<file path="src/rtl/instr_prefetch_buffer.sv">
// Instruction prefetch buffer between fetch and the micro-op decode stage.
// Circular FIFO of {instruction, PC} pairs with a registered-count-only ready.
module instr_prefetch_buffer #(
  parameter int          DEPTH = 4,
  parameter logic [31:0] NOP   = 32'hE1A00000
) (
  input  logic                       clk,
  input  logic                       reset,
  input  logic [31:0]                InstrF,
  input  logic [31:0]                PCF,
  input  logic                       InstrValidF,
  output logic                       BufReadyF,
  input  logic                       uOpStallD,
  input  logic                       StallD,
  input  logic                       FlushD,
  output logic [31:0]                defaultInstrD,
  output logic [31:0]                PCD,
  output logic                       InstrValidD,
  output logic [$clog2(DEPTH+1)-1:0] CountD
);

  localparam int PW = (DEPTH > 1) ? $clog2(DEPTH) : 1;
  localparam int CW = $clog2(DEPTH + 1);

  logic [31:0]   instr_mem [DEPTH];
  logic [31:0]   pc_mem    [DEPTH];
  logic [PW-1:0] wr_ptr_q;
  logic [PW-1:0] rd_ptr_q;
  logic [CW-1:0] count_q;
  logic          push;
  logic          pop;
  logic          empty;

  // Handshakes: a transfer happens on an edge where the producer's valid and
  // the consumer's ready are both high. Fetch side: InstrValidF / BufReadyF.
  // Decode side: InstrValidD / (~uOpStallD & ~StallD). FlushD cancels both.
  assign empty     = (count_q == '0);
  assign BufReadyF = (count_q != CW'(DEPTH));
  assign push      = InstrValidF & BufReadyF & ~FlushD;
  assign pop       = InstrValidD & ~uOpStallD & ~StallD & ~FlushD;

  // Pointers and count only; the storage array is deliberately left unreset.
  always_ff @(posedge clk or posedge reset) begin
    if (reset) begin
      wr_ptr_q <= '0;
      rd_ptr_q <= '0;
      count_q  <= '0;
    end else if (FlushD) begin
      wr_ptr_q <= '0;
      rd_ptr_q <= '0;
      count_q  <= '0;
    end else begin
      if (push) wr_ptr_q <= wr_ptr_q + PW'(1);
      if (pop)  rd_ptr_q <= rd_ptr_q + PW'(1);
      case ({push, pop})
        2'b10:   count_q <= count_q + CW'(1);
        2'b01:   count_q <= count_q - CW'(1);
        default: count_q <= count_q;
      endcase
    end
  end

  always_ff @(posedge clk) begin
    if (push) begin
      instr_mem[wr_ptr_q] <= InstrF;
      pc_mem[wr_ptr_q]    <= PCF;
    end
  end

  // Head is read only from registered state, so a push becomes visible one
  // cycle after its edge and stalls cannot disturb it.
  always_comb begin
    defaultInstrD = NOP;
    PCD           = 32'h0;
    InstrValidD   = 1'b0;
    if (!empty) begin
      defaultInstrD = instr_mem[rd_ptr_q];
      PCD           = pc_mem[rd_ptr_q];
      InstrValidD   = 1'b1;
    end
  end

  assign CountD = count_q;

endmodule

</file>
<file path="config.mk">
export PLATFORM = sky130hd
export DESIGN_NAME = instr_prefetch_buffer
export DESIGN_NICKNAME = d
export VERILOG_FILES = /design/src/rtl/instr_prefetch_buffer.sv
export SDC_FILE = /design/constraint.sdc
export NUM_CORES = 1
export LEC_CHECK = 0
export ABC_AREA = 1
export CAP_MARGIN = 20
export CORE_ASPECT_RATIO = 0.6
export CORE_UTILIZATION = 45
export CTS_BUF_LIST = sky130_fd_sc_hd__clkbuf_8
export CTS_CLUSTER_SIZE = 8
export DETAILED_ROUTE_END_ITERATION = 7
export PLACE_DENSITY = 0.67
export SLEW_MARGIN = 15
export SYNTH_ARGS = -nofsm -noshare
export SYNTH_HDL_FRONTEND = slang
export SYNTH_SLANG_ARGS = --single-unit
</file>
<file path="constraint.sdc">
create_clock -name clk -period 5.2 [get_ports clk]
set_clock_uncertainty 0.1 [all_clocks]
set_input_delay 0.78 -clock clk [delete_from_list [all_inputs] [get_ports clk]]
set_output_delay 0.78 -clock clk [all_outputs]
set_load 0.01 [all_outputs]
</file>
==> results_dict.tcl <==
set metrics [dict create \
    wl_um 22400 \
    slew_headroom 0.340 \
    cts_root_buffer "clkbuf_8" \
    postCtsHoldBufs 0 \
    drcViolationCount 0 \
    dp_slack_ns 1.54 \
    grt_use_total 0.192 \
    antenna_found_initial 0 \
    overflow 0 \
    syn_inst 817 \
    num_vias 6510 \
    rows 42 \
    cp_top_family "buffers and inverters" \
    final_cells 1284 \
    power.leakage_nw 4.31 \
    setup_slack_ns 1.06 \
    chipHeight_um 120 \
    io_buffers 138 \
    tightestPinTransition_ns 0.988 \
    fmax_mhz 241 \
    critPathSlowestCell "dfrtp_4" \
    clkTransAtPathRegs_ns 0.06 \
    core_area_mm2 0.0223 \
    syn_nets 892 \
    critPathKind "flip-flop to primary output" \
    die_width_um 198 \
    postCtsSetupBuffers 0 \
    outcome "finished, final reports clean" \
    rsz0062_at_grt "false" \
    drv_slew 0 \
    cts_tree "yes" \
    max_stage_delay_ns 1.05 \
    cp-end-kind "primary output" \
    clk_latency_ns 0.51 \
    synth_top_cell_area_share 0.740 \
    grt_pass1_wl_um 34600 \
    yosysWarningCount 0 \
    final-setup-viol-count 0 \
    die_area_mm2 0.0237 \
    peakVddDrop_uv 222 \
    syn_to_final_growth_pct 22.1 \
    powerDensity_mw_per_mm2 416 \
    synthDistinctLibCells 25 \
    period_minus_slack_ns 4.14 \
    critical_path_buf_inv_count 2 \
    finish.net_count 1034 \
    cts_made_buffers 40 \
    syn_avg_cell_area_um2 12.7 \
    yosysTopAreaCell "edfxtp_1" \
    wl_per_cell_um 17.5 \
    fin_crit_sh 0.797 \
    gp_congestion 0.783 \
    ant_nets 0 \
    worstPathRequired_ns 4.32 \
    cp.arrival_ns 3.26 \
    final_hold_viol_count 0 \
    tns_ns 0 \
    grt_pass1_vias 6199 \
    startpoint "rd_ptr_q[0]" \
    power.total_w 0.00528 \
    first_iter_violations 389 \
    post-place-cells 1225 \
    h-tree-depth 2 \
    clock_sinks 263 \
    synth.area.top_cells "edfxtp_1 74%, nor2_1 9.4%, o21ai_0 5.8%" \
    layout-drive-gt1-share 0.0738 \
    hold_slack_ns 0.398 \
    vias_per_cell 5.07 \
    cap_violations 0 \
    seq_area_frac_synth 0.757 \
    synth-seq-cells 263 \
    clk_path_buf_depth 3 \
    syn_area_mm2 0.0104 \
    ioPinCount 139 \
    initial_utilization 0.465 \
    firstDrtPassIters 4 \
    diodes 0 \
    grt_start_max_net_pins 88 \
    hpwl_um 12100 \
    crit_fanout 87 \
    timing.rr.start "CountD[0]" \
    timing.critical_path.mode_cell "nor2_1" \
    min-delay-path-class "input pin to asynchronous set/reset pin" \
    critPathLaunchType "flip-flop" \
    path_cells "buf_4 > nor2_1 > nor2_1 > o21ai_0 > a21oi_1 > clkdlybuf4s50_1" \
    post_cts_resized 0 \
]
logic make-up (layout without fill, tap and decap cells):
family	count (synthesis)	in the layout	synth area share
xor+xnor	1	1	0.000844
buf+inv	67	226	0.0327
compound gates	194	194	0.0960
fa+ha+maj	5	5	0.00675
simple gates	287	287	0.106
flops	263	263	0.757
per-layer routing:
| layer | up-vias | routed length [um] | GRT usage | share of wire |
|---|---|---|---|---|
| met5 | - | 0 | 0 | 0 |
| met4 | 0 | 258 | 0.0392 | 0.012 |
| met3 | 29 | 1530 | 0.0405 | 0.068 |
| met2 | 207 | 9920 | 0.289 | 0.44 |
| met1 | 3117 | 10700 | 0.288 | 0.48 |
| li1 | 3157 | - | - | - |
final cells by class:
class / instances / area (um^2)
fillers: 1816 / 9660
flip-flops and latches: 263 / 7870
multi-input cells: 487 / 2210
repair buffers: 148 / 1490
clock buffers: 41 / 564
well taps: 308 / 385
clock inverters: 18 / 80.1
inverters: 19 / 72.6
stage by stage:
step | util | area, um^2
6_report | 0.568 | 12700
5_1_grt | 0.568 | 12700
4_1_cts | 0.568 | 12700
3_5_place_dp | 0.539 | 12000
3_3_place_gp | 0.539 | 12000
2_1_floorplan | - | 10400
worst register-to-register path, delay by kind of cell (launching register included):
| family | cells | cell delay (ns) |
|---|---|---|
| simple gates | 5 | 1.07 |
| buf+inv | 2 | 0.59 |
| flops | 1 | 0.50 |
synth_stat cells, drive strengths merged:
master and number:
ha 4, xnor2 1, buf 30, o311ai 6, nand2 22, edfxtp 256
nor2 263, inv 19, fa 1, o21ai 126, a21oi 62, dfrtp 7
nand3 2, clkbuf 18
placed cells by master, fill, tap and decap left out, drive strengths merged:
cell type and count:
a21oi 62, buf 10, clkbuf 41, clkdlybuf4s50 138
clkinv 4, clkinvlp 2, dfrtp 7, edfxtp 256
fa 1, ha 4, inv 31, nand2 22
nand3 2, nor2 263, o21ai 126, o311ai 6
xnor2 1
power breakdown:
| group | internal (W) | leakage [nW] | switching [W] |
|---|---|---|---|
| clock network | 0.000719 | 0.372 | 0.000732 |
| registers | 0.00244 | 2.41 | 0.0000710 |
| logic | 0.000595 | 1.52 | 0.000721 |
flip-flops by register name, summed over array words and instances, names as in the netlist:
signal / cells
instr_mem: 128
wr_ptr_q: 2
rd_ptr_q: 2
CountD: 3
pc_mem: 128
path summary, 6_finish.rpt:
| check | endpoint | slack (ns) | depth (start not counted) |
|---|---|---|---|
| min in group clk | CountD[1] | 0.52 | 2 |
| max in group asynchronous | rd_ptr_q[0] | 4.35 | 2 |
| hold reg to reg | CountD[1] | 0.52 | 2 |
| hold / removal | CountD[1] | 0.40 | 2 |
| setup reg to reg | instr_mem[3][18] | 2.57 | 7 |
| setup / recovery | defaultInstrD[14] | 1.06 | 6 |
Note: power is estimated with default switching activity, not from simulation.
